[config.mk]
export PLATFORM = sky130hd
export DESIGN_NAME = sram_burst_master
export DESIGN_NICKNAME = d
export VERILOG_FILES = /design/src/rtl/sram_burst_master.sv
export SDC_FILE = /design/constraint.sdc
export NUM_CORES = 1
export LEC_CHECK = 0
export CAP_MARGIN = 20
export CORE_ASPECT_RATIO = 1.1
export CORE_MARGIN = 5
export CORE_UTILIZATION = 39
export DETAILED_ROUTE_END_ITERATION = 12
export PLACE_DENSITY_LB_ADDON = 0.25
export SLEW_MARGIN = 20
export SYNTH_ARGS = -nofsm -noshare
export SYNTH_HDL_FRONTEND = slang
export SYNTH_SLANG_ARGS = --single-unit
[constraint.sdc]
create_clock -name CLK -period 2.4 [get_ports CLK]
set_input_delay 0.24 -clock CLK [delete_from_list [all_inputs] [get_ports CLK]]
set_output_delay 0.24 -clock CLK [all_outputs]
set_load 0.02 [all_outputs]
[src/rtl/sram_burst_master.sv]
// sram_burst_master: accepts word-addressed read/write bursts of 1..16 beats
// and drives a single-port SRAM (combinational read, byte-enabled write).
// Write data and SRAM strobes are a zero-latency pass-through of the WD
// stream. Read data goes through one output register with back-pressure.
// Optional macro SRAM_MASTER_BOUND_ERR_EN adds an ERR output. With it, a
// burst that would run past the top of the address space is accepted,
// answered with an ERR+DONE pulse, and never touches the SRAM.

module sram_burst_master #(
    parameter  int unsigned DATAWIDTH = 32,
    parameter  int unsigned ADDRWIDTH = 16,
    localparam int unsigned LEN_W     = 4,
    localparam int unsigned BE_W      = DATAWIDTH / 8
) (
    input  logic                 CLK,
    input  logic                 RSTn,
    input  logic                 REQ_VALID,
    output logic                 REQ_READY,
    input  logic                 REQ_WRITE,
    input  logic [ADDRWIDTH-1:0] REQ_ADDR,
    input  logic [LEN_W-1:0]     REQ_LEN,
    input  logic [BE_W-1:0]      REQ_BE,
    input  logic                 WD_VALID,
    output logic                 WD_READY,
    input  logic [DATAWIDTH-1:0] WD_DATA,
    output logic                 RD_VALID,
    input  logic                 RD_READY,
    output logic [DATAWIDTH-1:0] RD_DATA,
    output logic                 RD_LAST,
    output logic                 DONE,
    output logic [ADDRWIDTH-1:0] ADDRESS,
    output logic                 CS,
    output logic [BE_W-1:0]      WE,
    output logic [DATAWIDTH-1:0] WDATA,
    input  logic [DATAWIDTH-1:0] RDATA
`ifdef SRAM_MASTER_BOUND_ERR_EN
    ,
    output logic                 ERR
`endif
);

    typedef enum logic [1:0] {IDLE, WRITE, READ, DRAIN} state_e;

    state_e                 state_q, state_d;
    logic [ADDRWIDTH-1:0]   addr_q, addr_d;
    logic [LEN_W-1:0]       cnt_q, cnt_d;
    logic [BE_W-1:0]        be_q, be_d;
    logic                   rd_valid_q, rd_valid_d;
    logic [DATAWIDTH-1:0]   rd_data_q, rd_data_d;
    logic                   rd_last_q, rd_last_d;
    logic                   done_q, done_d;
    logic                   err_q, err_d;

`ifdef SRAM_MASTER_BOUND_ERR_EN
    localparam logic [ADDRWIDTH:0] ADDR_SPAN = (ADDRWIDTH+1)'(1) << ADDRWIDTH;
    logic [ADDRWIDTH:0] req_end;
    logic               bound_err;

    // One past the last word the request would touch, checked against the space size
    assign req_end   = {1'b0, REQ_ADDR} + (ADDRWIDTH+1)'(REQ_LEN) + (ADDRWIDTH+1)'(1);
    assign bound_err = req_end > ADDR_SPAN;
    assign ERR       = err_q;
`endif

    assign RD_VALID = rd_valid_q;
    assign RD_DATA  = rd_data_q;
    assign RD_LAST  = rd_last_q;
    assign DONE     = done_q;

    // State and datapath registers
    always_ff @(posedge CLK or negedge RSTn) begin
        if (!RSTn) begin
            state_q    <= IDLE;
            addr_q     <= '0;
            cnt_q      <= '0;
            be_q       <= '0;
            rd_valid_q <= 1'b0;
            rd_data_q  <= '0;
            rd_last_q  <= 1'b0;
            done_q     <= 1'b0;
            err_q      <= 1'b0;
        end else begin
            state_q    <= state_d;
            addr_q     <= addr_d;
            cnt_q      <= cnt_d;
            be_q       <= be_d;
            rd_valid_q <= rd_valid_d;
            rd_data_q  <= rd_data_d;
            rd_last_q  <= rd_last_d;
            done_q     <= done_d;
            err_q      <= err_d;
        end
    end

    // Next-state logic and SRAM/handshake outputs
    always_comb begin
        state_d    = state_q;
        addr_d     = addr_q;
        cnt_d      = cnt_q;
        be_d       = be_q;
        rd_valid_d = rd_valid_q;
        rd_data_d  = rd_data_q;
        rd_last_d  = rd_last_q;
        done_d     = 1'b0;
        err_d      = 1'b0;
        REQ_READY  = 1'b0;
        WD_READY   = 1'b0;
        CS         = 1'b0;
        WE         = '0;
        WDATA      = '0;
        ADDRESS    = '0;

        case (state_q)
            IDLE: begin
                REQ_READY = 1'b1;
                if (REQ_VALID) begin
                    addr_d = REQ_ADDR;
                    cnt_d  = REQ_LEN;
                    be_d   = REQ_BE;
`ifdef SRAM_MASTER_BOUND_ERR_EN
                    if (bound_err) begin
                        err_d  = 1'b1;
                        done_d = 1'b1;
                    end else
`endif
                    begin
                        state_d = REQ_WRITE ? WRITE : READ;
                    end
                end
            end

            WRITE: begin
                WD_READY = 1'b1;
                ADDRESS  = addr_q;
                if (WD_VALID) begin
                    // An all-zero byte mask consumes the beat without selecting the SRAM
                    if (be_q != '0) begin
                        CS    = 1'b1;
                        WE    = be_q;
                        WDATA = WD_DATA;
                    end
                    addr_d = addr_q + ADDRWIDTH'(1);
                    cnt_d  = cnt_q - LEN_W'(1);
                    if (cnt_q == '0) begin
                        state_d = IDLE;
                        done_d  = 1'b1;
                    end
                end
            end

            READ: begin
                ADDRESS = addr_q;
                // Issue only when the output register is free or being drained this cycle
                if (!rd_valid_q || RD_READY) begin
                    CS         = 1'b1;
                    rd_data_d  = RDATA;
                    rd_valid_d = 1'b1;
                    rd_last_d  = (cnt_q == '0);
                    addr_d     = addr_q + ADDRWIDTH'(1);
                    cnt_d      = cnt_q - LEN_W'(1);
                    if (cnt_q == '0) begin
                        state_d = DRAIN;
                    end
                end
            end

            DRAIN: begin
                if (RD_READY) begin
                    rd_valid_d = 1'b0;
                    rd_last_d  = 1'b0;
                    state_d    = IDLE;
                    done_d     = 1'b1;
                end
            end

            default: state_d = IDLE;
        endcase
    end

endmodule

# Word level (Yosys, flattened, before mapping)

Cells that the tools add are included.

Flip-flop bits (word level): 61
Output and inout port bits: 90

Add/sub/neg operators: 2
Equality and inequality tests: 9
Muxes and demuxes: 38
Reductions and logical operators: 13

Operators with widths:

| operator                                          | count |
|---|---|
| 2-to-1 mux 32 bit                                 | 3 |
| 2-to-1 mux 16 bit                                 | 4 |
| one-hot mux 16 bit (3 select lines)               | 1 |
| 2-to-1 mux 4 bit                                  | 6 |
| adder 16 x 1 -> 16 bit (second input constant)    | 1 |
| 2-to-1 mux 2 bit                                  | 7 |
| inequality test 2 bit (second input constant)     | 6 |
| one-hot mux 4 bit (3 select lines)                | 1 |
| 2-to-1 mux 1 bit                                  | 11 |
| one-hot mux 1 bit (2 select lines)                | 4 |
| one-hot mux 2 bit (4 select lines)                | 1 |
| AND reduction 6 bit                               | 1 |
| == test 2 bit (second input constant)             | 2 |
| logical NOT 4 bit                                 | 1 |
| AND reduction 2 bit                               | 2 |
| AND reduction 4 bit                               | 1 |
| nonzero test 4 bit                                | 1 |
| subtractor 4 x 1 -> 4 bit (second input constant) | 1 |
| AND reduction 3 bit                               | 1 |
| nonzero test 3 bit                                | 1 |
| == test 2 x 1 -> 1 bit (second input constant)    | 1 |
| logical NOT 2 bit                                 | 1 |
| nonzero test 2 bit                                | 1 |
| OR reduction 2 bit                                | 1 |
| 2 further kinds                                   | 2 |

# Longest topological paths before layout

Depth after elaboration: 4
Depth in mapped cells: 9

# Least setup slack after synthesis

OpenSTA, ideal clock, no wires.

Path type: register to register
From: reg state_q[0]
To: reg addr_q[12]
Setup time: 0.134 ns
Arrival: 1.917 ns
Data required time: 2.266 ns
Slack: 0.349 ns
Cell stages (with the launch flop): 9
Buffers on the path: 2
Clock period less this slack: 2.051 ns
Cells stage by stage: dfrtp_1 inv_1 ha_1 nor2b_1 or4_1 buf_2 buf_6 nand2_1 o211ai_2

Word-level cells in the longest chain between the ends: 3
Elaborated cells between the ends (all ways): 9
Classes of those cells: 5 x eq/ne; 1 x mux; 3 x reduce/logical

Ends and longest elaborated chain:

| what                                                                                | line | text |
|---|---|---|
| from (decl)                                                                         | 44   | `state_e state_q, state_d;` |
| from (signal assigned)                                                              | 83   | `state_q <= state_d;` |
| == test 2 bit, or another cell as far along                                         | 113  | `case (state_q)` |
| inequality test 2 bit (no source line) / nonzero test 3 bit (equally long branches) | --   |  |
| AND reduction 4 bit (no source line)                                                | --   |  |
| to (signal assigned)                                                                | 84   | `addr_q <= addr_d;` |
| to (decl)                                                                           | 45   | `logic [ADDRWIDTH-1:0] addr_q, addr_d;` |

Several ways; a longest one is shown, not always the timed one.
A chain may end at the register's enable or synchronous reset.

# Final worst setup path

From: reg state_q[1]
To: out WDATA[0]

Word-level cells in the longest chain between the ends: 2

Ends and longest elaborated chain:

| what                   | line | text |
|---|---|---|
| == test 2 x 1 -> 1 bit | 113  |  |
| 2-to-1 mux 32 bit      | 113  |  |
| to (decl)              | 34   | `output logic [DATAWIDTH-1:0] WDATA,` |

No other way between the ends.

==> flow_summary.yaml <==
finish:
  drive_above_1_share: 0.1442
  mostFrequentLayoutCells: "clkdlybuf4s50_1 (133), dfrtp_1 (61), dlygate4sd2_1 (49), and2_1 (44), mux2_2 (36)"
  diodes: 0
  syn2layout_area_growth_pct: 63.33
  layout_commonest_cell: "clkdlybuf4s50_1"
  nets: 617
  multi_input_comb_area_um2: 1699
  fillerInstances: 705
  regArea_um2: 1526
pwr:
  p_int_mw: 4.142
  p_clk_frac: 0.115
  ir_drop_mv: 0.7746
  power.switching_mw: 3.234
  leakagePower_nw: 2.463
  p_seq_frac: 0.268
  p_sw_frac: 0.4385
  comb_power_share: 0.617
  p_per_area_nw_per_um2: 1348
setup_path:
  worst-path-max-fanout: 32
  cp_cell_sequence: "inv_1 -> ha_1 -> nand2_1 -> nor2_2 -> buf_12 -> and2_1 -> dlygate4sd2_1"
  path_buf_inv: 3
  worst_setup_path_end_kind: "output pin"
  arrival_ps: 1990
  crit_start: "state_q[1]"
  critical_path.top_delay_family: "buffers and inverters"
  rrSetupSlack_ps: 190
  path_class: "reg -> out"
  ff2ff_path_depth: 8
  required_ps: 2160
  start_kind: "flip-flop"
  max_stage_delay_ps: 420
  slowest_stage: "dfrtp_1"
  reg2reg_from: "state_q[1]"
  reg2reg_to: "addr_q[10]"
synthesis:
  synth.distinct_cells: 48
  synth_top_cell_by_area: "dfrtp_1"
  synth-seq-cells: 61
  netlist_area_um2: 3351
  synth.yosys.seq_area_share: 0.4556
  syn_inst: 327
  avgSynthCellArea_um2: 10.25
  synth_top_cells_by_area: "dfrtp_1 (46%), mux2_2 (12%), and2_1 (8.2%)"
  syn-num-nets: 429
  synth_edf_count: 0
  synth_ff_type: "dfrtp_1"
  yosys_warnings: 0
  async_flop_share: 1.000
  synth_top_area_frac: 0.4556
floorplan:
  die_height_um: 107.2
  start_util: 0.4006
  die-area_um2: 10550
  ios: 184
  die_w_um: 98.38
  core_um2: 8364
  rows: 35
detailed_routing:
  drc_errors: 0
  drt-initial-drc-count: 110
  wl_mm: 9.995
  vias: 3161
  routedWlPerCell_um: 15.84
  dr.pass1.iters: 4
  detail-route-antenna-nets: 0
  routed_via_density: 5.010
sta:
  worst_clock_skew_ps: 7.603
  fin_crit_sh: 0.9305
  finalSetupTns_ps: 0
  rsz0062_at_grt: "no"
  max_slew_margin: 0.4759
  layout_min_cycle_time_ps: 2233
  hold_viol_final: 0
  timing.hold.ws_ps: 487.7
  setup_violations: 0
  max_freq_mhz: 447.8
  finalMaxSlewViolations: 0
  tightest_slew_ps: 786.2
cts:
  cts_inserted_buffers: 9
  htree_levels: 3
  cts_root_buf: "clkbuf_8"
  cts_setup_buffers: 0
  clock_sinks: 61
  cts_buffer_depth: 2
  cts.reportedPaths.clkPinSlew_ps: 70
  clock_latency_ps: 340
  cts_tree: "built"
global_routing:
  grt_pass1_wl_mm: 15.93
  antenna_found_initial: 0
  grtUsageTotal: 0.1849
  grt-ovfl-total: 0
  grt_pass1_vias: 3185
  grt_max_degree: 35
min_path:
  min_from: "RD_LAST"
  hold_path_depth: 2
  min_to: "RD_LAST"
  hp-class: "reg -> reg"
run_status:
  status: "finished clean"
placed_design:
  place.gp.congestion: 0.8202
  port_buffers: 183
  dp_hpwl_mm: 7.775
job:
  drv_cap: 0
## worst max-delay path by stage
stage | slack (ps) | cells past startpoint | to
after floorplan | 350 | 8 | addr_q[12]
after global placement | 160 | 6 | WDATA[1]
after detailed placement | 150 | 6 | WDATA[1]
after CTS | 140 | 7 | WDATA[1]
after global routing | 5 | 7 | WDATA[1]
final | 170 | 7 | WDATA[0]
## power groups by stage
stage                     sequential, mW  clock, mW  combinational [mW]
final                               1.98      0.847                4.55
after global routing                2.06      0.916                4.93
after CTS                           1.98      0.867                4.61
after detailed placement            2.00          0                4.80
after global placement              1.96          0                4.72
after floorplan                     2.26          0                2.56
## Yosys cell counts (2+ instances only)
| library cell | count |
|---|---|
| nor2b_1 | 6 |
| buf_2 | 6 |
| nor4_1 | 5 |
| a31o_2 | 2 |
| a31oi_1 | 5 |
| nand2_1 | 22 |
| a21oi_1 | 5 |
| nor2_1 | 13 |
| mux2i_1 | 6 |
| o22ai_1 | 4 |
| dfrtp_1 | 61 |
| nor3_1 | 5 |
| o21ai_0 | 17 |
| or2_2 | 3 |
| o21ai_1 | 3 |
| a211oi_1 | 3 |
| and3_1 | 7 |
| and2_1 | 44 |
| mux2_2 | 36 |
| ha_1 | 8 |
| clkbuf_1 | 9 |
| a32oi_1 | 2 |
| o211ai_1 | 6 |
| nand3_1 | 5 |
| o221ai_1 | 2 |
| o2bb2ai_1 | 3 |
| nand2b_1 | 5 |
| inv_1 | 11 |
| nand4_1 | 4 |
## final cells by class
| class | instances | area share |
|---|---|---|
| Clock buffer | 10 | 0.02515 |
| Clock inverter | 6 | 0.008459 |
| Inverter | 12 | 0.008230 |
| Multi-Input combinational cell | 237 | 0.3105 |
| Sequential cell | 61 | 0.2789 |
| Tap cell | 111 | 0.02538 |
| Timing Repair Buffer | 194 | 0.3434 |
## flip-flops by register name (all words and copies together) (netlist names)
| register | flops |
|---|---|
| RD_DATA | 32 |
| addr_q | 16 |
| be_q | 4 |
| cnt_q | 4 |
| state_q | 2 |
| DONE | 1 |
| RD_LAST | 1 |
| RD_VALID | 1 |
## worst reg2reg max path, cell delays in order, from the launching register on
cell      delay (ps)
dfrtp_1          400
inv_1            100
ha_1             210
buf_4            160
nor2b_1          180
or4_1            520
buf_4            230
a211o_1          240
o211ai_1          80
## kinds of logic after synthesis
logic type / after synthesis / share of synthesized area
AOI/OAI and AO/OA: 60 / 0.1195
adders and majority gates: 8 / 0.02987
buffers and inverters: 29 / 0.03809
DFF: 61 / 0.4556
muxes: 42 / 0.1389
and+or+nand+nor: 127 / 0.2181
## what timing repair did
| action | CTS | global route |
|---|---|---|
| gates resized for setup | 51 | 0 |
| setup endpoints to repair | 49 | 0 |
| endpoints found under the hold margin | 14 | 0 |
| hold buffers | 1 | 0 |
## metal layers
layer  global-route usage  share of wire  vias up
met3              0.04424          0.059       22
met2               0.3275           0.51      118
met5                    0              0        -
li1                     -              -     1533
met4              0.06927          0.024        0
met1               0.2158           0.41     1488
## metrics by stage
step | setup slack [ps] | instances | area [µm²] | power, mW | utilization
finish | 166.7 | 631 | 5473 | 7.376 | 0.6543
global route | 5.133 | 631 | 5473 | 7.907 | 0.6543
CTS | 144.5 | 631 | 5473 | 7.457 | 0.6543
detailed placement | 151.3 | 614 | 5334 | 6.793 | 0.6377
global placement | 163.8 | 614 | 5334 | 6.677 | 0.6377
floorplan | 349.4 | 327 | 3351 | 4.826 | -
No activity file was read; power rests on OpenSTA's default activity.
